File: src/rtl/health_shield_tracker_pkg.sv
// Shared constants for the combat slice: stun codes, round state and winner encodings.
// Hit detection and the gameplay controllers import these same encodings.
package health_shield_tracker_pkg;

  typedef enum logic [1:0] {
    STUN_NONE  = 2'b00,
    STUN_HIT   = 2'b01,
    STUN_BLOCK = 2'b10,
    STUN_RSVD  = 2'b11
  } stun_e;

  typedef enum logic [1:0] {
    S_PLAY = 2'b00,
    S_KO   = 2'b01,
    S_DONE = 2'b10
  } game_state_e;

  typedef enum logic [1:0] {
    WIN_NONE = 2'b00,
    WIN_P1   = 2'b01,
    WIN_P2   = 2'b10,
    WIN_DRAW = 2'b11
  } winner_e;

  // Counter width for a modulo-n counter; never narrower than one bit.
  function automatic int unsigned cnt_width(input int unsigned n);
    return (n > 1) ? $clog2(n) : 1;
  endfunction

endpackage

File: src/rtl/health_shield_tracker_vitals.sv
// Per-player health/shield bookkeeping: stun edge detect, damage, block and shield regen.
// Next-state values are exported so the round FSM can resolve KO/time-out on the same edge.
module player_vitals
  import health_shield_tracker_pkg::*;
#(
  parameter int unsigned MAX_HEALTH          = 3,
  parameter int unsigned MAX_SHIELD          = 3,
  parameter int unsigned SHIELD_REGEN_FRAMES = 180
) (
  input  logic       logic_clk,
  input  logic       reset,
  input  logic       enable,
  input  logic       reload,
  input  logic [1:0] stunmode,
  output logic [2:0] health,
  output logic [2:0] shield,
  output logic [2:0] health_nxt,
  output logic [2:0] shield_nxt
);

  localparam int unsigned    RW         = cnt_width(SHIELD_REGEN_FRAMES);
  localparam logic [2:0]     H_INIT     = 3'(MAX_HEALTH);
  localparam logic [2:0]     S_MAX      = 3'(MAX_SHIELD);
  localparam logic [RW-1:0]  REGEN_LAST = RW'(SHIELD_REGEN_FRAMES - 1);

  logic [1:0]    prev_stun;
  logic [RW-1:0] regen_cnt;
  logic [RW-1:0] regen_nxt;
  logic          stun_event;
  logic          hit_ev;
  logic          block_ev;

  always_comb begin
    stun_event = (stunmode != STUN_NONE) && (stunmode != prev_stun);
    hit_ev     = enable && stun_event && (stunmode == STUN_HIT);
    block_ev   = enable && stun_event && (stunmode == STUN_BLOCK);
    health_nxt = health;
    shield_nxt = shield;
    regen_nxt  = regen_cnt;

    // A block with no shield left chips health like a hit.
    if (hit_ev || (block_ev && shield == '0))
      health_nxt = (health != '0) ? health - 3'd1 : '0;

    if (block_ev) begin
      if (shield != '0)
        shield_nxt = shield - 3'd1;
      regen_nxt = '0;
    end else if (enable) begin
      if (shield < S_MAX) begin
        if (regen_cnt == REGEN_LAST) begin
          shield_nxt = shield + 3'd1;
          regen_nxt  = '0;
        end else begin
          regen_nxt = regen_cnt + 1'b1;
        end
      end else begin
        regen_nxt = '0;
      end
    end
  end

  always_ff @(posedge logic_clk) begin
    if (!reset || reload) begin
      health    <= H_INIT;
      shield    <= S_MAX;
      regen_cnt <= '0;
      prev_stun <= STUN_NONE;
    end else begin
      health    <= health_nxt;
      shield    <= shield_nxt;
      regen_cnt <= regen_nxt;
      prev_stun <= stunmode;
    end
  end

endmodule

File: src/rtl/health_shield_tracker.sv
// Round lifecycle for a two-player match: vitals per player, round timer,
// KO/time-out resolution and the controller freeze, all on the 60 Hz frame clock.
module health_shield_tracker
  import health_shield_tracker_pkg::*;
#(
  parameter int unsigned MAX_HEALTH          = 3,
  parameter int unsigned MAX_SHIELD          = 3,
  parameter int unsigned SHIELD_REGEN_FRAMES = 180,
  parameter int unsigned FRAMES_PER_SEC      = 60,
  parameter int unsigned ROUND_SECONDS       = 99,
  parameter int unsigned KO_HOLD_FRAMES      = 120
) (
  input  logic       logic_clk,
  input  logic       reset,
  input  logic       start,
  input  logic [1:0] stunmode1,
  input  logic [1:0] stunmode2,
  output logic [2:0] health1,
  output logic [2:0] health2,
  output logic [2:0] shield1,
  output logic [2:0] shield2,
  output logic [6:0] time_left,
  output logic [1:0] game_state,
  output logic [1:0] winner,
  output logic       freeze
);

  localparam int unsigned   FW         = cnt_width(FRAMES_PER_SEC);
  localparam int unsigned   KW         = cnt_width(KO_HOLD_FRAMES);
  localparam logic [FW-1:0] FRAME_LAST = FW'(FRAMES_PER_SEC - 1);
  localparam logic [KW-1:0] KO_LAST    = KW'(KO_HOLD_FRAMES - 1);
  localparam logic [6:0]    T_INIT     = 7'(ROUND_SECONDS);

  game_state_e   state, state_nxt;
  winner_e       win_q, win_nxt;
  logic [FW-1:0] frame_cnt;
  logic [KW-1:0] ko_cnt;
  logic [6:0]    time_nxt;
  logic [2:0]    h1_nxt, h2_nxt, s1_nxt, s2_nxt;
  logic          play, reload, frame_wrap;

  assign play   = (state == S_PLAY);
  assign reload = (state == S_DONE) && start;

  player_vitals #(
    .MAX_HEALTH         (MAX_HEALTH),
    .MAX_SHIELD         (MAX_SHIELD),
    .SHIELD_REGEN_FRAMES(SHIELD_REGEN_FRAMES)
  ) u_p1 (
    .logic_clk (logic_clk),
    .reset     (reset),
    .enable    (play),
    .reload    (reload),
    .stunmode  (stunmode1),
    .health    (health1),
    .shield    (shield1),
    .health_nxt(h1_nxt),
    .shield_nxt(s1_nxt)
  );

  player_vitals #(
    .MAX_HEALTH         (MAX_HEALTH),
    .MAX_SHIELD         (MAX_SHIELD),
    .SHIELD_REGEN_FRAMES(SHIELD_REGEN_FRAMES)
  ) u_p2 (
    .logic_clk (logic_clk),
    .reset     (reset),
    .enable    (play),
    .reload    (reload),
    .stunmode  (stunmode2),
    .health    (health2),
    .shield    (shield2),
    .health_nxt(h2_nxt),
    .shield_nxt(s2_nxt)
  );

  always_comb begin
    frame_wrap = play && (frame_cnt == FRAME_LAST);
    time_nxt   = (frame_wrap && time_left != '0) ? time_left - 7'd1 : time_left;
  end

  always_ff @(posedge logic_clk) begin
    if (!reset || reload) begin
      frame_cnt <= '0;
      time_left <= T_INIT;
      ko_cnt    <= '0;
    end else begin
      if (play)
        frame_cnt <= frame_wrap ? '0 : frame_cnt + 1'b1;
      time_left <= time_nxt;
      ko_cnt    <= (state == S_KO && ko_cnt != KO_LAST) ? ko_cnt + 1'b1 : '0;
    end
  end

  // KO is checked before time-out so a simultaneous expiry resolves as a KO.
  always_comb begin
    state_nxt = state;
    win_nxt   = win_q;
    case (state)
      S_PLAY: begin
        if (h1_nxt == '0 || h2_nxt == '0) begin
          state_nxt = S_KO;
          if (h1_nxt == '0 && h2_nxt == '0) win_nxt = WIN_DRAW;
          else if (h2_nxt == '0)            win_nxt = WIN_P1;
          else                              win_nxt = WIN_P2;
        end else if (time_nxt == '0) begin
          state_nxt = S_KO;
          if (h1_nxt > h2_nxt)      win_nxt = WIN_P1;
          else if (h1_nxt < h2_nxt) win_nxt = WIN_P2;
          else if (s1_nxt > s2_nxt) win_nxt = WIN_P1;
          else if (s1_nxt < s2_nxt) win_nxt = WIN_P2;
          else                      win_nxt = WIN_DRAW;
        end
      end
      S_KO: begin
        if (ko_cnt == KO_LAST)
          state_nxt = S_DONE;
      end
      S_DONE: begin
        if (start) begin
          state_nxt = S_PLAY;
          win_nxt   = WIN_NONE;
        end
      end
      default: begin
        state_nxt = S_PLAY;
        win_nxt   = WIN_NONE;
      end
    endcase
  end

  always_ff @(posedge logic_clk) begin
    if (!reset) begin
      state <= S_PLAY;
      win_q <= WIN_NONE;
    end else begin
      state <= state_nxt;
      win_q <= win_nxt;
    end
  end

  assign game_state = state;
  assign winner     = win_q;
  assign freeze     = (state != S_PLAY);

endmodule
File: config.mk
export PLATFORM = sky130hd
export DESIGN_NAME = health_shield_tracker
export DESIGN_NICKNAME = d
export VERILOG_FILES = /design/src/rtl/health_shield_tracker_pkg.sv /design/src/rtl/health_shield_tracker_vitals.sv /design/src/rtl/health_shield_tracker.sv
export SDC_FILE = /design/constraint.sdc
export NUM_CORES = 1
export LEC_CHECK = 0
export CAP_MARGIN = 30
export CORE_ASPECT_RATIO = 1.2
export CORE_MARGIN = 1
export CORE_UTILIZATION = 40
export DETAILED_ROUTE_END_ITERATION = 12
export PLACE_DENSITY = 0.65
export SETUP_SLACK_MARGIN = 0.15
export SLEW_MARGIN = 20
export SYNTH_ARGS = -nofsm -noshare
export SYNTH_HDL_FRONTEND = slang
export SYNTH_SLANG_ARGS = --single-unit
File: constraint.sdc
create_clock -name logic_clk -period 5.2 [get_ports logic_clk]
set_input_delay 1.04 -clock logic_clk [delete_from_list [all_inputs] [get_ports logic_clk]]
set_output_delay 1.04 -clock logic_clk [all_outputs]
set_load 0.05 [all_outputs]
==> impl_metrics.py, run 1 <==
metrics = {
    "final_layout": {
        "antenna_cells": 0,
        "regArea_um2": 1120,
        "area_growth_pct": 17.4,
        "final_util_pct": 49.4,
        "multi_input_area_um2": 1730,
        "nets": 407,
        "final.fill_count": 695,
        "drive_gt1_share_pct": 3.92,
        "final_cell_mix": "56 x dfxtp_1, 51 x nor2_1, 36 x nand2_1",
        "final_common_cell": "dfxtp_1",
    },
    "critical_path": {
        "critPathMaxFanout": 22,
        "endpoint": "winner[0]$_SDFFE_PN0P_",
        "critPathKind": "flip-flop to flip-flop",
        "worst_r2r_endpoint": "winner[0]$_SDFFE_PN0P_",
        "cp-start-kind": "flip-flop",
        "reg2reg_depth": 15,
        "r2r-start": "game_state[0]$_SDFFE_PN0P_",
        "rrSetupSlack_ns": 1.66,
        "critical_path_arrival_ns": 3.74,
        "required_ns": 5.40,
        "crit_start": "game_state[0]$_SDFFE_PN0P_",
        "worst_setup_path_end_kind": "flip-flop",
    },
    "power_and_ir_drop": {
        "cellLeakagePower_uw": 0.00132,
        "power_density_nw_per_um2": 280,
        "ir_drop_v": 0.000120,
    },
    "timing": {
        "max-slew-margin-rel_pct": 55.1,
        "fin_crit_sh_pct": 68.1,
        "fin_ws_ns": 1.66,
        "setup_viol_count_final": 0,
        "max_clock_freq_mhz": 282,
        "skew_ns": 0.00904,
        "hold_ws_ns": 0.448,
        "period_minus_slack_ns": 3.54,
        "finalSetupTns_ns": 0,
        "worst-slew-pin-transition_ns": 0.673,
        "hold_violations": 0,
        "rsz0062_at_grt": "no",
        "slew_violations": 0,
    },
    "die": {
        "fp.dieW_um": 80.0,
        "rows": 33,
        "core_region_area_um2": 6940,
        "dieArea_um2": 7640,
        "initial_core_util_pct": 42.1,
        "fp.dieH_um": 95.6,
        "boundaryPins": 31,
    },
    "grt": {
        "grtUsageTotal_pct": 16.7,
        "antenna_found_initial": 0,
        "grt_start_max_net_pins": 23,
        "grt_pass1_vias": 2205,
        "grt_pass1_wl_mm": 10.0,
        "grt-ovfl-total": 0,
    },
    "routing": {
        "via_per_inst": 5.31,
        "wl_per_cell_um": 12.7,
        "num_vias": 2495,
        "drt_iter0_drc": 115,
        "first_pass_iters": 4,
        "postRouteAntennaNets": 0,
        "routed_wirelength_mm": 5.99,
        "drc": 0,
    },
    "synth": {
        "yosysWarnings": 0,
        "avgSynthCellArea_um2": 8.29,
        "synthesis.area_um2": 2920,
        "ys.flop_type": "dfxtp_1",
        "syn-num-nets": 377,
        "synthArstFlopShare_pct": 0,
        "ys_seq_area_share_pct": 38.4,
        "synth_edf_count": 0,
        "yosysUniqueCellTypes": 43,
        "syn_inst": 352,
        "ys_ff_latch": 56,
    },
    "cts": {
        "cts_buffers": 5,
        "ctsResizeCount": 0,
        "post_cts_buffers": 0,
        "cts_tree": "done",
        "clk_path_buf_depth": 2,
        "cts.sinks": 56,
        "cts_hold_buf": 0,
        "worstSkewPairLatency_ns": 0.31,
        "cts_root_buffer": "clkbuf_8",
        "htreeDepth": 2,
        "path_clk_slew_ns": 0.10,
    },
    "placed_design": {
        "numPortBuffers": 30,
        "dp_hpwl_mm": 4.41,
        "pre_cts_slack_ns": 1.46,
        "gp_congestion": 0.902,
    },
    "status": {
        "status": "finished, final reports clean",
    },
    "min_path": {
        "hp-class": "flip-flop to flip-flop",
    },
    "job": {
        "cap_violations": 0,
    },
}
per-stage QoR:
step / area (um^2) / total power (uW) / std cells
after floorplan: 2920 / 616 / 352
after global placement: 3300 / 662 / 462
after detailed placement: 3300 / 667 / 462
after CTS: 3430 / 970 / 470
after global routing: 3430 / 1010 / 470
final: 3430 / 960 / 470
cell type report:
cell class	count	share of cell area, %
inverter	11	1.21
timing repair buffer	31	8.98
multi-input combinational	277	50.4
clock buffer	6	2.41
clock inverter	2	1.13
tap	87	3.18
sequential	56	32.7
cells in the mapped netlist (5+ instances only):
master	n	area, um^2
dfxtp_1	56	1120
nor2_1	51	191
nand2_1	36	135
a21oi_1	28	140
ha_1	18	225
o21ai_0	16	80.1
xor2_1	11	96.3
inv_1	10	37.5
nand3_1	10	50.1
nor2b_1	10	62.6
and3_1	9	56.3
nand4_1	9	56.3
nand2b_1	8	50.1
clkbuf_1	7	26.3
mux2i_1	7	70.1
xnor2_1	7	61.3
nor3_1	6	30.0
nor3b_1	6	45.0
and2_1	5	31.3
nor4b_1	5	43.8
or3_1	5	31.3
layer usage:
metal | share of wire [%] | wire (um) | global-route usage (%) | vias up
met5 | 0 | 0 | 0 | -
met4 | 2.0 | 119 | 6.55 | 0
met3 | 3.2 | 192 | 3.16 | 10
met2 | 47 | 2790 | 27.6 | 45
met1 | 48 | 2890 | 21.3 | 1153
li1 | - | - | - | 1287
worst max-delay path, cell delays in order, from the launching register on:
cell	delay, ns
dfxtp_1	0.38
nor2_1	0.11
buf_4	0.26
clkinv_1	0.46
nor4b_1	0.42
a21oi_1	0.11
or2_2	0.32
nor3b_1	0.21
a21oi_1	0.08
ha_1	0.29
a21o_1	0.18
a21oi_1	0.15
a21oi_1	0.06
nor2b_1	0.14
o211ai_1	0.17
mux2i_1	0.09
report_power, final:
part	total (uW)	internal, uW	leakage (uW)	switching (uW)
clock	301	158	0.0000614	143
combinational	198	79.5	0.000803	119
sequential	460	444	0.000454	16.3
sequential cells by signal, indices dropped and copies added (netlist names):
| register | flops |
|---|---|
| frame_cnt | 6 |
| u_p2.regen_cnt | 8 |
| winner | 2 |
| ko_cnt | 7 |
| u_p2.shield | 3 |
| u_p2.health | 3 |
| u_p1.shield | 3 |
| u_p1.health | 3 |
| u_p1.regen_cnt | 8 |
| u_p2.prev_stun | 2 |
| game_state | 2 |
| time_left | 7 |
| u_p1.prev_stun | 2 |
worst min path at each step:
stage,start,cells after the start,endpoint
floorplan,ko_cnt[0]$_SDFF_PP0_,1,ko_cnt[0]$_SDFF_PP0_
global placement,ko_cnt[0]$_SDFF_PP0_,1,ko_cnt[0]$_SDFF_PP0_
detailed placement,ko_cnt[0]$_SDFF_PP0_,1,ko_cnt[0]$_SDFF_PP0_
CTS,ko_cnt[0]$_SDFF_PP0_,1,ko_cnt[0]$_SDFF_PP0_
global route,winner[1]$_SDFFE_PN0P_,2,winner[1]$_SDFFE_PN0P_
finish,ko_cnt[0]$_SDFF_PP0_,1,ko_cnt[0]$_SDFF_PP0_
kinds of logic after synthesis:
logic type               share of synthesized area [%]
adder cells (fa/ha/maj)                           7.72
buffers and inverters                             2.49
AO/OA/AOI/OAI                                     11.6
XOR/XNOR                                          5.40
multiplexers                                      2.40
AND/OR/NAND/NOR                                   32.0
flip-flops                                        38.4
Power figures use the tool's default switching activity.
==> run 2: changes to the inputs <==
--- a/config.mk
+++ b/config.mk
@@ -10,7 +10,7 @@
 export CORE_MARGIN = 1
 export CORE_UTILIZATION = 40
 export DETAILED_ROUTE_END_ITERATION = 12
-export PLACE_DENSITY = 0.65
+export PLACE_DENSITY = 0.67
 export SETUP_SLACK_MARGIN = 0.15
 export SLEW_MARGIN = 20
 export SYNTH_ARGS = -nofsm -noshare
==> constraint.sdc (replaced) <==
create_clock -name logic_clk -period 2.87 [get_ports logic_clk]
set_input_delay 0.574 -clock logic_clk [delete_from_list [all_inputs] [get_ports logic_clk]]
set_output_delay 0.574 -clock logic_clk [all_outputs]
set_load 0.05 [all_outputs]
==> run 2 against run 1 <==
Sequential power grew 82%; sequential cell count did not move; register-to-register slack worse by 1.5 ns; critical endpoint unchanged; highest routed layer unchanged; utilization grew 3.7 points; combinational power is 110% higher; non-clock buffer count rose by 22.
==> impl_metrics.py, run 2 (synthesis gave the netlist of run 1 again) <==
metrics = {
    "critical_path": {
        "cp_top_family": "simple AND/OR/NAND/NOR gates",
        "cp-start-kind": "flip-flop",
        "reg2reg_depth": 14,
        "required_ns": 3.08,
        "cp_slowest_cell": "dfxtp_2",
        "r2r-start": "game_state[0]$_SDFFE_PN0P_",
        "path_buf_inv": 1,
        "critPathKind": "flip-flop to flip-flop",
        "cpMostUsedCell": "a21oi_1",
        "worst_r2r_endpoint": "winner[0]$_SDFFE_PN0P_",
        "crit_path_cell_trace": "nor2_4 -> clkinv_4 -> nor4b_2 -> a21oi_1 -> or2_4 -> nor3b_2 -> a21oi_1 -> ha_1 -> a21o_1 -> a21oi_1 -> a21oi_2 -> nor2b_1 -> o211ai_1 -> mux2i_1",
        "worst_setup_path_end_kind": "flip-flop",
        "critPathMaxFanout": 4,
        "critical_path_arrival_ns": 2.93,
        "slowest_delay_ns": 0.35,
        "rrSetupSlack_ns": 0.15,
    },
    "die": {
        "rows": 33,
        "boundaryPins": 31,
        "fp.dieH_um": 95.6,
        "fp.dieW_um": 80.0,
        "initial_core_util_pct": 42.1,
        "dieArea_um2": 7640,
        "core_region_area_um2": 6940,
    },
    "cts": {
        "path_clk_slew_ns": 0.11,
        "cts.sinks": 56,
        "htreeDepth": 2,
        "cts_root_buffer": "clkbuf_8",
        "worstSkewPairLatency_ns": 0.31,
        "clk_path_buf_depth": 2,
        "cts_buffers": 5,
        "cts_tree": "done",
    },
    "routing": {
        "routed_wirelength_mm": 6.48,
        "drt-met1-wl_mm": 3.04,
        "drt_iter0_drc": 128,
        "postRouteAntennaNets": 0,
        "wl_per_cell_um": 13.2,
        "wl_met3_um": 180,
        "dr_wl_met2_mm": 3.14,
        "via_per_inst": 5.23,
        "maxUsedRoutingLayer": "met4",
        "first_pass_iters": 5,
        "drc": 0,
        "num_vias": 2571,
    },
    "grt": {
        "antenna_found_initial": 0,
        "grt-ovfl-total": 0,
        "grt_pass1_wl_mm": 11.0,
        "grtUsageTotal_pct": 18.2,
        "grt_start_max_net_pins": 19,
        "grt_pass1_vias": 2456,
    },
    "timing": {
        "skew_ns": 0.00932,
        "finalSetupTns_ns": 0,
        "hold_violations": 0,
        "fin_crit_sh_pct": 94.9,
        "max-slew-margin-rel_pct": 60.0,
        "fin_ws_ns": 0.148,
        "setup_viol_count_final": 0,
        "rsz0062_at_grt": "yes",
        "slew_violations": 0,
        "period_minus_slack_ns": 2.72,
        "worst-slew-pin-transition_ns": 0.595,
        "max_clock_freq_mhz": 367,
    },
    "final_layout": {
        "final_util_pct": 53.1,
        "final_cells": 492,
        "final_area_um2": 3680,
        "antenna_cells": 0,
        "nets": 429,
        "drive_gt1_share_pct": 15.1,
        "final_cell_mix": "50 x nor2_1, 48 x dfxtp_1, 35 x nand2_1",
        "reg.largest.list": "u_p1.regen_cnt x8, u_p2.regen_cnt x8",
        "final_common_cell": "nor2_1",
        "area_growth_pct": 26.2,
        "final.fill_count": 663,
    },
    "placed_design": {
        "pre_cts_slack_ns": -0.388,
        "gp_congestion": 0.892,
        "numPortBuffers": 30,
        "place_inst": 476,
        "place_area_um2": 3430,
        "dp_hpwl_mm": 4.70,
    },
    "min_path": {
        "hold_start": "ko_cnt[0]$_SDFF_PP0_",
        "hold_end": "ko_cnt[0]$_SDFF_PP0_",
        "hp-class": "flip-flop to flip-flop",
        "whs_path_depth": 1,
    },
    "status": {
        "status": "finished, final reports clean",
    },
    "job": {
        "cap_violations": 0,
    },
    "power_and_ir_drop": {
        "ir_drop_v": 0.000240,
        "power_density_nw_per_um2": 485,
        "cellLeakagePower_uw": 0.00145,
    },
}
-- run 2: cell count changes in the layout (fill, tap and decap cells not counted), sizes merged --
| cell | change |
|---|---|
| clkdlybuf4s50 | -3 |
| clkbuf | -1 |
| clkinv | +1 |
| dlygate4sd2 | +3 |
| buf | +22 |
-- run 2: repair_timing --
action	4_1_cts	5_1_grt
setup buffers	6	2
gates resized for setup	18	7
pin swaps	6	7
hold buffers	0	0
endpoints found under the setup margin	2	2
-- run 2: final cells by class --
class | count | area, um^2 | area share (%)
well taps | 87 | 109 | 2.95
inverters | 11 | 46.3 | 1.26
clock buffers | 5 | 68.8 | 1.87
repair buffers | 53 | 469 | 12.7
clock inverters | 3 | 47.5 | 1.29
flip-flops and latches | 56 | 1130 | 30.7
multi-input cells | 277 | 1810 | 49.2
-- run 2: worst max-delay path by stage --
| stage | end | cells past startpoint | slack (ns) | startpoint |
|---|---|---|---|---|
| after detailed placement | winner[0]$_SDFFE_PN0P_ | 13 | -0.39 | stunmode2[1] |
| final | winner[0]$_SDFFE_PN0P_ | 14 | 0.15 | game_state[0]$_SDFFE_PN0P_ |
| after global routing | winner[0]$_SDFFE_PN0P_ | 15 | -0.06 | u_p1.regen_cnt[1]$_SDFFE_PP0N_ |
| after global placement | winner[0]$_SDFFE_PN0P_ | 13 | -0.32 | stunmode2[1] |
| after floorplan | winner[0]$_SDFFE_PN0P_ | 14 | 0.16 | game_state[1]$_SDFFE_PN0P_ |
| after CTS | winner[0]$_SDFFE_PN0P_ | 15 | 0.16 | u_p1.regen_cnt[1]$_SDFFE_PP0N_ |
-- run 2: power breakdown --
part | total [uW] | internal, uW | leakage, uW | switching (uW)
Sequential | 836 | 807 | 0.000455 | 29.2
Clock | 537 | 263 | 0.0000583 | 273
Combinational | 414 | 178 | 0.000933 | 236
-- run 2: worst reg2reg max path, stage by stage, from the launching register on --
cell and delay, ns:
dfxtp_2 0.35, nor2_4 0.15, clkinv_4 0.10, nor4b_2 0.28
a21oi_1 0.09, or2_4 0.25, nor3b_2 0.19, a21oi_1 0.08
ha_1 0.32, a21o_1 0.18, a21oi_1 0.17, a21oi_2 0.06
nor2b_1 0.13, o211ai_1 0.17, mux2i_1 0.09
-- run 2: per-layer routing --
layer  vias to the layer above  GRT usage, %
met5                         -             0
li1                       1323             -
met2                        42          32.0
met3                        12          3.06
met4                         0          6.10
met1                      1194          22.3
-- run 2: per-stage QoR --
stage | hold WS, ns | total power, uW
finish | 0.457 | 1790
global route | 0.485 | 1880
CTS | 0.462 | 1780
detailed placement | 0.442 | 1230
global placement | 0.430 | 1220
floorplan | 0.418 | 1120
==> run 3: changes to the inputs <==
--- a/config.mk
+++ b/config.mk
@@ -5,6 +5,7 @@
 export SDC_FILE = /design/constraint.sdc
 export NUM_CORES = 1
 export LEC_CHECK = 0
+export ABC_CLOCK_PERIOD_IN_PS = 2870
 export CAP_MARGIN = 30
 export CORE_ASPECT_RATIO = 1.2
 export CORE_MARGIN = 1
==> results of run 3 <==
No change in the layout: final DEF, timing and power equal those of run 2.
